File: src/rtl/uart_pkg.sv
// Shared UART definitions used by the transmitter and receiver ends of uart_top.
package uart_pkg;
  localparam int   UART_DATA_BITS  = 8;
  localparam logic UART_IDLE_LEVEL = 1'b1;

  typedef enum logic [1:0] {IDLE, START, DATA, STOP} tx_state_t;
endpackage

File: src/rtl/uart_sync_fifo.sv
// Single-clock byte FIFO with combinational read port and separate occupancy counter.
module uart_sync_fifo #(
  parameter  int DEPTH = 8,
  parameter  int WIDTH = 8,
  localparam int AW    = $clog2(DEPTH),
  localparam int CW    = AW + 1
) (
  input  logic             clk,
  input  logic             RsTx,
  input  logic             push,
  input  logic [WIDTH-1:0] wr_data,
  input  logic             pop,
  output logic [WIDTH-1:0] rd_data,
  output logic             full,
  output logic             empty,
  output logic [CW-1:0]    count
);
  logic [WIDTH-1:0] mem [DEPTH];
  logic [AW-1:0]    wr_ptr, rd_ptr;
  logic             do_push, do_pop;

  assign full    = (count == CW'(DEPTH));
  assign empty   = (count == '0);
  assign do_push = push && !full;
  assign do_pop  = pop && !empty;
  // Head entry is visible the cycle after it is written, so the reader can pop and capture on one edge.
  assign rd_data = mem[rd_ptr];

  always_ff @(posedge clk or negedge RsTx) begin
    if (!RsTx) begin
      wr_ptr <= '0;
      rd_ptr <= '0;
      count  <= '0;
    end else begin
      if (do_push) wr_ptr <= wr_ptr + AW'(1);
      if (do_pop)  rd_ptr <= rd_ptr + AW'(1);
      case ({do_push, do_pop})
        2'b10:   count <= count + CW'(1);
        2'b01:   count <= count - CW'(1);
        default: ;
      endcase
    end
  end

  always_ff @(posedge clk) begin
    if (do_push) mem[wr_ptr] <= wr_data;
  end
endmodule

File: src/rtl/uart_buffered_tx.sv
// Buffered 8N1 UART transmitter: byte FIFO feeding an LSB-first serialiser on txd.
module uart_buffered_tx
  import uart_pkg::*;
#(
  parameter  int CLKS_PER_BIT = 882,
  parameter  int FIFO_DEPTH   = 8,
  parameter  int STOP_BITS    = 1,
  localparam int CW           = $clog2(FIFO_DEPTH) + 1,
  localparam int BW           = $clog2(CLKS_PER_BIT)
) (
  input  logic          clk,
  input  logic          RsTx,
  input  logic          in_valid,
  input  logic [7:0]    in_data,
  output logic          in_ready,
  output logic          txd,
  output logic          busy,
  output logic [CW-1:0] fifo_count
);
  tx_state_t                   state;
  logic [BW-1:0]               baud_cnt;
  logic [2:0]                  bit_idx;
  logic                        stop_idx;
  logic [UART_DATA_BITS-1:0]   shift_reg;
  logic [UART_DATA_BITS-1:0]   rd_data;
  logic                        fifo_full, fifo_empty;
  logic                        bit_end, last_stop, pop;

  assign bit_end   = (baud_cnt == BW'(CLKS_PER_BIT - 1));
  assign last_stop = (stop_idx == 1'(STOP_BITS - 1));
  // Popping straight out of the last stop bit keeps back-to-back frames gapless.
  assign pop       = !fifo_empty &&
                     ((state == IDLE) || (state == STOP && bit_end && last_stop));
  assign in_ready  = !fifo_full;
  assign busy      = (state != IDLE);

  uart_sync_fifo #(.DEPTH(FIFO_DEPTH), .WIDTH(UART_DATA_BITS)) u_fifo (
    .clk     (clk),
    .RsTx    (RsTx),
    .push    (in_valid && in_ready),
    .wr_data (in_data),
    .pop     (pop),
    .rd_data (rd_data),
    .full    (fifo_full),
    .empty   (fifo_empty),
    .count   (fifo_count)
  );

  always_ff @(posedge clk or negedge RsTx) begin
    if (!RsTx) begin
      state     <= IDLE;
      baud_cnt  <= '0;
      bit_idx   <= '0;
      stop_idx  <= '0;
      shift_reg <= '0;
      txd       <= UART_IDLE_LEVEL;
    end else begin
      baud_cnt <= (state == IDLE || bit_end) ? '0 : baud_cnt + BW'(1);
      case (state)
        IDLE: begin
          txd <= UART_IDLE_LEVEL;
          if (pop) begin
            state     <= START;
            shift_reg <= rd_data;
            txd       <= 1'b0;
          end
        end
        START: if (bit_end) begin
          state   <= DATA;
          bit_idx <= '0;
          txd     <= shift_reg[0];
        end
        DATA: if (bit_end) begin
          if (bit_idx == 3'(UART_DATA_BITS - 1)) begin
            state    <= STOP;
            stop_idx <= '0;
            txd      <= UART_IDLE_LEVEL;
          end else begin
            // txd is registered, so present the next bit as the shift happens.
            bit_idx   <= bit_idx + 3'(1);
            shift_reg <= {1'b0, shift_reg[UART_DATA_BITS-1:1]};
            txd       <= shift_reg[1];
          end
        end
        STOP: if (bit_end) begin
          if (!last_stop) begin
            stop_idx <= stop_idx + 1'(1);
          end else if (pop) begin
            state     <= START;
            shift_reg <= rd_data;
            txd       <= 1'b0;
          end else begin
            state <= IDLE;
          end
        end
        default: state <= IDLE;
      endcase
    end
  end
endmodule
File: config.mk
export PLATFORM = sky130hd
export DESIGN_NAME = uart_buffered_tx
export DESIGN_NICKNAME = d
export VERILOG_FILES = /design/src/rtl/uart_pkg.sv /design/src/rtl/uart_sync_fifo.sv /design/src/rtl/uart_buffered_tx.sv
export SDC_FILE = /design/constraint.sdc
export NUM_CORES = 1
export LEC_CHECK = 0
export BUFFER_PORTS_ARGS = -buffer_cell sky130_fd_sc_hd__buf_2
export CORE_ASPECT_RATIO = 0.8
export CORE_MARGIN = 10
export CORE_UTILIZATION = 60
export DETAILED_ROUTE_END_ITERATION = 8
export PLACE_DENSITY = 0.78
export SLEW_MARGIN = 20
export SYNTH_ARGS = -nofsm -noshare
export SYNTH_HDL_FRONTEND = slang
export SYNTH_SLANG_ARGS = --single-unit
File: constraint.sdc
create_clock -name clk -period 4.81 [get_ports clk]
set_input_delay 0.2405 -clock clk [delete_from_list [all_inputs] [get_ports clk]]
set_output_delay 0.2405 -clock clk [all_outputs]
set_load 0.1 [all_outputs]
==> metrics.cfg <==
[outcome]
outcome=finished, final reports clean

[global_route]
antenna_found_initial=0
grt_max_degree=35
grt_first_pass_wirelength_um=13340
grt_remaining_overflow=0
grt_pass1_vias=2467
grt_use_total=0.1523

[detailed_routing]
via_per_inst=6.091
drc=0
ant_nets=0
post_drt_wl_per_cell_um=19.65
drt_wl_total_um=8174
vias=2534
first_pass_iters=4
drt_iter0_drc=146

[min_path]
min_to=u_fifo.mem[6][0]
hold_path_depth=1
holdCritStartpoint=in_data[0]
hold_path.class=input port to flop

[synth]
synth_edf_count=64
synth-simple-area-share=0.09075
synthMuxAreaShare=0.1027
syn-cell-area_mm2=0.004412
yosysTopAreaCell=edfxtp_1
yosysSeqAreaShare=0.6288
yosysWarnings=0
synth_cell_types=44
synthXorXnorAreaFrac=0.02978
async_reset_ff_frac=0.3469
synthTopCellsByArea=edfxtp_1 44%, dfrtp_1 19%, mux4_2 8.2%
avgSynthCellArea_um2=14.61
synth_ff_type=edfxtp_1
ys_ff_latch=98
synth_top_family_by_area=multiplexers
synth_top_area_frac=0.4356
synth_adder_area_share=0.04708
synth_compound_gate_area_share=0.07402
synth_nets=329
synthCells=302

[worst_setup_path]
path_max_fanout=13
reg2reg_setup_slack_ps=1850
worstPathArrival_ps=3200
path_class=flop to flop
critPathRequiredTime_ps=5050
cpMostUsedCell=ha_1
crit_path_cell_trace=ha_1 -> and4b_1 -> a41oi_4 -> or2_4 -> inv_1 -> ha_1 -> ha_1 -> a21o_1 -> a21oi_1 -> xnor2_1 -> nor2_1 -> xor2_1
slowest_delay_ps=430
slowest_stage=dfrtp_1
cp-start-kind=flop
r2r_cells=12
endpoint_kind=flop
r2r_end=u_fifo.count[3]
worstReg2RegStart=baud_cnt[0]

[clock_tree]
clockBufferDepth=2
cts_tree=yes
cts-root-buf=clkbuf_8
path_clk_slew_ps=100
clock_sinks=98
cts.htree.levels=3
cts_resized=0
insertion_delay_ps=370
cts_buffers=9
postCtsSetupRepairBufs=0

[timing]
finalCriticalPeriod_ps=2960
max_slew_margin=0.3802
fmax_ghz=0.3379
slew_violations=0
worstMarginPinSlew_ps=926.3
report.final.hold_viol_count=0
min_period_over_period=0.6153
setup_viol=0
finClkSkew_ps=12.06
rsz0062_at_grt=false
setup_tns_ps=0

[placed_design]
dp_hpwl_um=5550
gp_congestion=0.8229
io_buffers=17

[pwr]
power.leakage_nw=1.774
power.density_mw_per_mm2=424.9
total_power_mw=2.032
ir_worst_vdd_mv=0.5871

[finish]
final_common_cell=edfxtp_1
largest_reg_flops=64
nFillCells=485
diodes=0
synthToLayoutAreaGrowth_pct=8.423
layout_common_cells=64 x edfxtp_1, 32 x dfrtp_1, 23 x nand2_1, 19 x nor2_1
nets=351
drive_above_1_share=0.1976

[flow_run]
max-cap-violations=0

[die]
num_rows=27
fp.coreArea_mm2=0.007027
die_h_um=96.70
die-area_mm2=0.01120
die_width_um=115.9
start_util=0.6278
ioPinCount=18

worst max path at each step:
| stage | cells after the start | start | slack, ps | to |
|---|---|---|---|---|
| floorplan | 9 | u_fifo.count[3] | 1170 | u_fifo.count[3] |
| global placement | 12 | baud_cnt[0] | 2010 | u_fifo.count[3] |
| global route | 12 | baud_cnt[0] | 1670 | u_fifo.count[3] |
| CTS | 12 | baud_cnt[0] | 1840 | u_fifo.count[3] |
| finish | 12 | baud_cnt[0] | 1850 | u_fifo.count[3] |
| detailed placement | 12 | baud_cnt[0] | 1880 | u_fifo.count[3] |
synthesized netlist by cell type, drive strengths merged, types with 6 or more instances:
cell and count:
nor3 14, nand2 23, dfrtp 33, buf 10
mux4 16, ha 15, a21oi 8, xor2 6
nor2 19, xnor2 9, edfxtp 64, mux2i 7
inv 12, a22oi 11, o21ai 18
logic make-up (layout without fill, tap and decap cells):
| family | Yosys count | after routing |
|---|---|---|
| buf+inv | 22 | 49 |
| fa+ha+maj | 16 | 16 |
| mux | 25 | 25 |
| flops | 98 | 98 |
| xor+xnor | 15 | 15 |
| compound gates | 48 | 48 |
| simple gates | 78 | 78 |
critical path: cells and delay by family, from the launching register on:
family / cells / cell delay, ps
compound gates: 3 / 680
simple gates: 3 / 600
buf+inv: 1 / 120
xor+xnor: 2 / 290
flops: 1 / 430
fa+ha+maj: 3 / 720
stage by stage:
stage	hold slack [ps]	utilization	setup slack [ps]	cell area [µm²]	cells
floorplan	-55.09	-	1174	4412	302
CTS	136.2	0.6806	1844	4782	416
global placement	348.2	0.6505	2011	4571	399
detailed placement	351.3	0.6505	1880	4571	399
global route	142.5	0.6807	1670	4783	416
finish	147.7	0.6807	1850	4783	416
where the power goes:
group          switching, mW  internal (mW)
clock network          0.291          0.248
logic                  0.292          0.109
registers             0.0772           1.01
what timing repair did:
action                                  4_1_cts  5_1_grt
endpoints found under the setup margin        0        0
hold buffers                                  1        0
hold endpoints to repair                     33        0
routing by layer:
metal / wire, µm / vias up / part of all wire / track usage
li1: - / 1187 / - / -
met3: 657 / 5 / 0.080 / 0.03882
met2: 3789 / 96 / 0.46 / 0.2192
met4: 60 / 0 / 0.0073 / 0.04290
met1: 3667 / 1246 / 0.45 / 0.2222
met5: 0 / - / 0 / 0
area by class of cell:
cell class                      instances  area [µm²]  area share
Inverter                               12       45.04    0.009417
Sequential cell                        98        2775      0.5802
Tap cell                               87       108.9     0.02276
Clock buffer                           10       127.6     0.02668
Multi-Input combinational cell        182        1535      0.3210
Timing Repair Buffer                   21       117.6     0.02459
Clock inverter                          6       73.82     0.01543
(Power assumes the default switching activity.)
